$ cat src/rtl/circuito_exp5.sv
// rtl/circuito_exp5.sv - memory-sequence game round controller with 7-segment debug outputs
// Optional timeout feature enabled by defining TIMEOUT_EN.
module circuito_exp5 (
    input  logic       clock,
    input  logic       reset,
    input  logic       iniciar,
    input  logic [3:0] chaves,
    output logic       acertou,
    output logic       errou,
    output logic       pronto,
    output logic [3:0] leds,
    output logic       db_igual,
    output logic [6:0] db_contagem,
    output logic [6:0] db_memoria,
    output logic [6:0] db_estado,
    output logic [6:0] db_jogadafeita,
    output logic       db_clock,
    output logic       db_iniciar,
    output logic       db_tem_jogada,
    output logic       db_timeout,
    output logic       db_meio
);

    typedef enum logic [3:0] {
        INICIAL     = 4'h0,
        PREPARA     = 4'h1,
        ESPERA      = 4'h2,
        REGISTRA    = 4'h4,
        COMPARA     = 4'h5,
        PROXIMO     = 4'h6,
        FIM_ACERTO  = 4'hA,
        FIM_TIMEOUT = 4'hD,
        FIM_ERRO    = 4'hE
    } state_t;

    state_t     state_q, state_d;
    logic [3:0] addr_q, addr_d;
    logic [3:0] jogada_q, jogada_d;
    logic       tem_q;
    logic       acertou_q, errou_q, pronto_q, timeout_flag_q;
    logic [3:0] mem_word;
    logic       jogada_feita;
    logic       igual;
    logic       timeout;

    function automatic logic [6:0] hex7(input logic [3:0] v);
        logic [6:0] seg;
        // active-high gfedcba pattern, inverted on return
        case (v)
            4'h0: seg = 7'h3F;  4'h1: seg = 7'h06;  4'h2: seg = 7'h5B;  4'h3: seg = 7'h4F;
            4'h4: seg = 7'h66;  4'h5: seg = 7'h6D;  4'h6: seg = 7'h7D;  4'h7: seg = 7'h07;
            4'h8: seg = 7'h7F;  4'h9: seg = 7'h6F;  4'hA: seg = 7'h77;  4'hB: seg = 7'h7C;
            4'hC: seg = 7'h39;  4'hD: seg = 7'h5E;  4'hE: seg = 7'h79;  default: seg = 7'h71;
        endcase
        return ~seg;
    endfunction

    always_comb begin
        case (addr_q)
            4'h0: mem_word = 4'h1;  4'h1: mem_word = 4'h2;  4'h2: mem_word = 4'h4;  4'h3: mem_word = 4'h8;
            4'h4: mem_word = 4'h4;  4'h5: mem_word = 4'h2;  4'h6: mem_word = 4'h1;  4'h7: mem_word = 4'h1;
            4'h8: mem_word = 4'h2;  4'h9: mem_word = 4'h2;  4'hA: mem_word = 4'h4;  4'hB: mem_word = 4'h4;
            4'hC: mem_word = 4'h8;  4'hD: mem_word = 4'h8;  4'hE: mem_word = 4'h1;  default: mem_word = 4'h4;
        endcase
    end

    assign jogada_feita = (|chaves) & ~tem_q;
    assign igual        = (jogada_q == mem_word);

`ifdef TIMEOUT_EN
    logic [11:0] tmo_q, tmo_d;

    assign timeout = (tmo_q == 12'd2999);
    assign db_meio = (tmo_q >= 12'd1500);

    always_comb begin
        tmo_d = tmo_q;
        if (state_q == PREPARA || state_q == PROXIMO)
            tmo_d = 12'd0;
        else if (state_q == ESPERA)
            tmo_d = tmo_q + 12'd1;
    end

    always_ff @(posedge clock or posedge reset) begin
        if (reset)
            tmo_q <= 12'd0;
        else
            tmo_q <= tmo_d;
    end
`else
    assign timeout = 1'b0;
    assign db_meio = 1'b0;
`endif

    always_comb begin
        state_d  = state_q;
        addr_d   = addr_q;
        jogada_d = jogada_q;
        case (state_q)
            INICIAL:  if (iniciar) state_d = PREPARA;
            PREPARA: begin
                addr_d   = 4'h0;
                jogada_d = 4'h0;
                state_d  = ESPERA;
            end
            // a play in the same cycle as the timeout still counts
            ESPERA: begin
                if (jogada_feita)
                    state_d = REGISTRA;
                else if (timeout)
                    state_d = FIM_TIMEOUT;
            end
            REGISTRA: begin
                jogada_d = chaves;
                state_d  = COMPARA;
            end
            COMPARA: begin
                if (!igual)
                    state_d = FIM_ERRO;
                else if (addr_q == 4'hF)
                    state_d = FIM_ACERTO;
                else
                    state_d = PROXIMO;
            end
            PROXIMO: begin
                addr_d  = addr_q + 4'h1;
                state_d = ESPERA;
            end
            FIM_ACERTO, FIM_ERRO, FIM_TIMEOUT: if (iniciar) state_d = PREPARA;
            default:  state_d = INICIAL;
        endcase
    end

    // result flags are registered from the next state so they line up with state_q
    always_ff @(posedge clock or posedge reset) begin
        if (reset) begin
            state_q        <= INICIAL;
            addr_q         <= 4'h0;
            jogada_q       <= 4'h0;
            tem_q          <= 1'b0;
            acertou_q      <= 1'b0;
            errou_q        <= 1'b0;
            pronto_q       <= 1'b0;
            timeout_flag_q <= 1'b0;
        end else begin
            state_q        <= state_d;
            addr_q         <= addr_d;
            jogada_q       <= jogada_d;
            tem_q          <= |chaves;
            acertou_q      <= (state_d == FIM_ACERTO);
            errou_q        <= (state_d == FIM_ERRO) || (state_d == FIM_TIMEOUT);
            pronto_q       <= (state_d == FIM_ACERTO) || (state_d == FIM_ERRO) ||
                              (state_d == FIM_TIMEOUT);
            timeout_flag_q <= (state_d == FIM_TIMEOUT);
        end
    end

    assign acertou        = acertou_q;
    assign errou          = errou_q;
    assign pronto         = pronto_q;
    assign db_timeout     = timeout_flag_q;
    assign leds           = chaves;
    assign db_igual       = igual;
    assign db_contagem    = hex7(addr_q);
    assign db_memoria     = hex7(mem_word);
    assign db_estado      = hex7(state_q);
    assign db_jogadafeita = hex7(jogada_q);
    assign db_clock       = clock;
    assign db_iniciar     = iniciar;
    assign db_tem_jogada  = |chaves;

endmodule

$ cat config.mk
export PLATFORM = sky130hd
export DESIGN_NAME = circuito_exp5
export DESIGN_NICKNAME = d
export VERILOG_FILES = /design/src/rtl/circuito_exp5.sv
export SDC_FILE = /design/constraint.sdc
export NUM_CORES = 1
export LEC_CHECK = 0
export ABC_AREA = 0
export CAP_MARGIN = 20
export CORE_MARGIN = 4
export CORE_UTILIZATION = 55
export CTS_BUF_LIST = sky130_fd_sc_hd__clkbuf_4 sky130_fd_sc_hd__clkbuf_8
export CTS_CLUSTER_DIAMETER = 30
export CTS_CLUSTER_SIZE = 30
export DETAILED_ROUTE_END_ITERATION = 6
export GPL_ROUTABILITY_DRIVEN = 0
export GPL_TIMING_DRIVEN = 0
export PLACE_DENSITY = 0.86
export SLEW_MARGIN = 10
export SYNTH_ARGS = -nofsm -noshare
export SYNTH_HDL_FRONTEND = slang
export SYNTH_SLANG_ARGS = --single-unit
$ cat constraint.sdc
create_clock -name clock -period 4.28 [get_ports clock]
set_clock_uncertainty 0.1 [all_clocks]
set_input_delay 0.642 -clock clock [delete_from_list [all_inputs] [get_ports clock]]
set_output_delay 0.642 -clock clock [all_outputs]
set_load 0.05 [all_outputs]
Yosys cells after proc, flatten, opt, wreduce, memory -nomap -nowiden
Memory sizes are Yosys's and may differ from the RTL's. Cells that the tools add are included.

Memories kept: 5. Word-level logic and storage cells: 49. ROM bits: 512. Flip-flop bits (word level): 17.

Memory list: (name not given) (depth 16, width 7, read ports 1, clocked after Yosys merged registers in 0, wr ports 0, RTL line 49) `case (v)`; (name not given) (depth 16, width 7, read ports 1, clocked after Yosys merged registers in 0, wr ports 0, RTL line 49); (name not given) (depth 16, width 7, read ports 1, clocked after Yosys merged registers in 0, wr ports 0, RTL line 49); (name not given) (depth 16, width 7, read ports 1, clocked after Yosys merged registers in 0, wr ports 0, RTL line 49); (name not given) (depth 16, width 4, read ports 1, clocked after Yosys merged registers in 0, wr ports 0, RTL line 59) `case (addr_q)`.

Bitwise gates (word level): 6. Equality and inequality tests: 13. Mux-type cells: 7. Reduce and logical (&&, ||, !) cells: 9. Add/subtract/negate cells: 1.

Operators with widths (count): equality test 4 bit (second input constant) (7); inverter 7 bit (4); case mux 4 bit (5 select lines) (1); two-way mux 4 bit (4); case mux 4 bit (2 select lines) (2); equality test 4 x 3 -> 1 bit (second input constant) (3); OR reduction 4 bit (2); adder 4 x 1 -> 4 bit (second input constant) (1); equality test 4 x 1 -> 1 bit (second input constant) (1); equality test 4 x 2 -> 1 bit (second input constant) (1); equality test 4 bit (1); zero test 4 bit (1); nonzero test 2 bit (2); logical OR 1 bit (3); OR reduction 2 bit (1); AND 1 bit (1); inverter 1 bit (1).

Logic depth before layout (Yosys ltp)
Word-level depth: 7. Gate-level depth with buffers: 10.

==> parameters.txt <==
Parameter                              Value

Critical path
  WP data arrival    3380 ps
  Critical path cell sequence    buf_2, inv_1, ha_1, nand2b_1, o21ai_1, inv_1, ha_1, o22ai_1, clkdlybuf4s50_1
  Data required time of the critical path    roughly 3500 ps
  Endpoint type of the worst setup path    primary output
  Largest stage delay, worst path    around 820 ps
  Highest-delay cell along the critical path    clkdlybuf4s50_1
  Path type of the worst setup path    register to primary output
  Kind of start point of the critical path    register
  Maximum net fanout on the critical path    10

Power and ir drop
  Internal Power    ~980 uW
  Sw Share    0.5816
  Worst VDD drop    slightly below 0.6 mV
  Leakage power figure    roughly 1.2 nW
  Clk pwr share    0.112
  Part of the power in combinational logic    0.784
  Part of the power in registers    0.104
  Power per standard cell area    around 850 nW/um2
  Switching Power    between 1 and 1.5 mW

STA
  Fmax    roughly 240 MHz
  Setup repair after global routing missed its margin    no
  Max Transition Viols Final    0
  Final setup fails    0
  Headroom to the max-slew limit    0.5328
  Slew at the pin closest to its max-slew limit    699.4 ps
  Final Hold Violating Endpoints    0
  Post-layout minimum cycle time    between 4000 and 5000 ps
  Post-Route Setup TNS    0 ps
  Portion of the clock cycle consumed by the worst path in the final layout    0.9638

Synth
  Yosys synthesis warning count    0
  Post-synth top area share    0.1995
  Most frequently used flop master after synthesis    dfrtp_1
  Sequential share of the synthesized area    0.1995
  Number of storage elements in the synthesis netlist    17
  Cell Area, Synth    about 2100 um2
  Top area cells in the synthesized netlist    dfrtp_1 20%, ha_1 15%, nand2_1 4.6%
  Dominant cell type by area after synthesis    dfrtp_1
  Synth Area per Inst    between 8 and 9 um2
  Post-synthesis instance total    about 260
  Number of synthesized flops with an enable pin    0
  Post-Syn Nets    approximately 300
  Count of cell types in the netlist    52
  Share of synthesized flip-flops with an asynchronous set or reset    1.000

Drt
  Routed vias    approximately 2200
  Final routed DRC violation total    0
  Number of routed nets with antenna violations    0
  Average wire per cell in the routed design    about 15 um
  Total routed wire length on the met1 layer    about 2.5 mm
  Initial drt markers    between 150 and 200
  Top Layer Used    met4
  Met3 WL post-DR    about 300 um
  Count of TritonRoute iterations in the first routing pass    4
  Met2 wire length    about 2.5 mm
  Number of vias per cell after detailed routing    roughly 5.9
  Final wirelength    about 5.3 mm

Clocking
  TritonCTS clock tree    built
  Clock transition time at the flip-flop clock pins of the worst setup and hold paths    around 70 ps
  Post-CTS Setup Repair Bufs    0
  Number of buffers inserted for hold repair after clock tree synthesis    0
  Clk Latency, worst-skew pair    about 360 ps

Global route
  Vias in the first global route    just under 2000
  First-pass GRT wire length    slightly below 9 mm
  Maximum number of pins on one net before global-route repair    18
  Global route total overflow    0
  Total GRT Usage    0.2143
  Initial antenna violation count    0

Cells and area
  Number of nets in the layout    350
  Layout cell share with drive strength beyond 1    0.1108
  Signed area change from the synthesized netlist to the final layout    28.46%
  Final design utilization    0.7370
  Antenna diode instance count    0
  Number of inserted filler cells in the final layout    271

Floorplan
  Die outline area    slightly below 5000 um2
  Floorplan Core Area    around 3700 um2
  Vertical die dimension    around 70 um
  Number of rows created at floorplan    22
  Ports placed on the boundary    48
  Initial Utilization    0.5737
  Horizontal die dimension    70.26 um

Placed design
  Number of buffers inserted by port buffering    46
  Post-DP HPWL    ~3.9 mm

Flow run
  # Max-Cap Violations    0

Min path
  Worst min-delay path class    primary input to async pin

Status
  Status    finished clean
==> cell usage after synthesis, types with 5 or more instances <==
master and number:
mux2i_1 9, nand2_1 26, nand2b_1 7, buf_4 7
clkbuf_1 6, a31oi_1 9, o22ai_1 5, a21oi_1 11
nor2b_1 7, ha_1 26, dfrtp_1 17, buf_2 7
inv_1 16, nor2_1 21, a22o_1 9, o21ai_0 15
==> what timing repair did <==
item / CTS / global route
endpoints found under the setup margin: 3 / 3
resized for setup: 3 / 5
pin swaps: 0 / 0
==> worst max-delay path, delay by kind of cell (launching register included) <==
kind            cells  cell delay, ps
flops               1             460
fa+ha+maj           2             500
simple gates        1             130
compound gates      2             510
buf+inv             4            1410
==> metrics by stage <==
stage	power, mW	setup WS, ps	std cells	instance area, um2	hold slack, ps
after global placement	2.096	141.4	357	2653	562.6
after detailed placement	2.124	89.17	357	2653	571.2
after CTS	2.323	67.54	364	2738	588.1
after floorplan	1.600	587.9	263	2132	468.1
after global routing	2.470	30.99	364	2739	622.3
final	2.332	155.0	364	2739	560.5
==> sequential cells by signal, summed over array words and instances, names as in the netlist <==
name	count
addr_q	4
jogada_q	4
state_q	4
acertou	1
db_timeout	1
errou	1
pronto	1
tem_q	1
==> area by class of cell <==
cell class | count | area (um2) | share of cell area
multi-input cells | 206 | 1514 | 0.5528
clock inverters | 1 | 5.005 | 0.001827
plain buffers | 24 | 132.6 | 0.04842
flip-flops and latches | 17 | 425.4 | 0.1553
well taps | 48 | 60.06 | 0.02193
inverters | 16 | 60.06 | 0.02193
clock buffers | 7 | 92.59 | 0.03381
repair buffers | 45 | 449.2 | 0.1640
==> layer usage <==
metal | vias to the layer above | global-route usage
li1 | 1036 | -
met1 | 1022 | 0.2888
met2 | 96 | 0.3472
met3 | 8 | 0.03309
met4 | 0 | 0.07234
met5 | - | 0
==> cell usage in the layout, fill, tap and decap left out, drive strengths merged, types with 5 or more instances in the layout <==
master,n
o21ai,16
o22ai,5
clkbuf,13
a22o,9
mux2i,9
buf,18
a21oi,11
nor2b,7
nand2,26
a31oi,9
mux2,5
nor2,21
inv,16
clkdlybuf4s50,42
dfrtp,17
nand2b,7
ha,26
==> worst paths after layout <==
| check | startpoint | to | slack, ps | cells after the start |
|---|---|---|---|---|
| max in group asynchronous | reset | acertou | 3110 | 2 |
| hold reg to reg | jogada_q[0] | jogada_q[0] | 590 | 1 |
| min in group clock | jogada_q[0] | jogada_q[0] | 590 | 1 |
| setup reg to reg | addr_q[1] | pronto | 1460 | 8 |
| hold / removal | reset | jogada_q[0] | 560 | 2 |
| setup / recovery | addr_q[1] | db_memoria[4] | 160 | 9 |
==> logic make-up after synthesis <==
group	Yosys count	synth area share
AND/OR/NAND/NOR	83	0.1948
other	1	0.001759
AO/OA/AOI/OAI	74	0.2383
multiplexers	17	0.1021
flip-flops	17	0.1995
adder cells (fa/ha/maj)	26	0.1526
XOR/XNOR	5	0.02054
buffers and inverters	40	0.09037
==> power groups by stage <==
| stage | clock network [mW] | logic, mW | registers [mW] |
|---|---|---|---|
| finish | 0.261 | 1.83 | 0.244 |
| global route | 0.274 | 1.95 | 0.249 |
| CTS | 0.262 | 1.82 | 0.241 |
| detailed placement | 0.0669 | 1.81 | 0.244 |
| global placement | 0.0669 | 1.79 | 0.243 |
| floorplan | 0.0504 | 1.32 | 0.233 |
(Power assumes the default switching activity.)
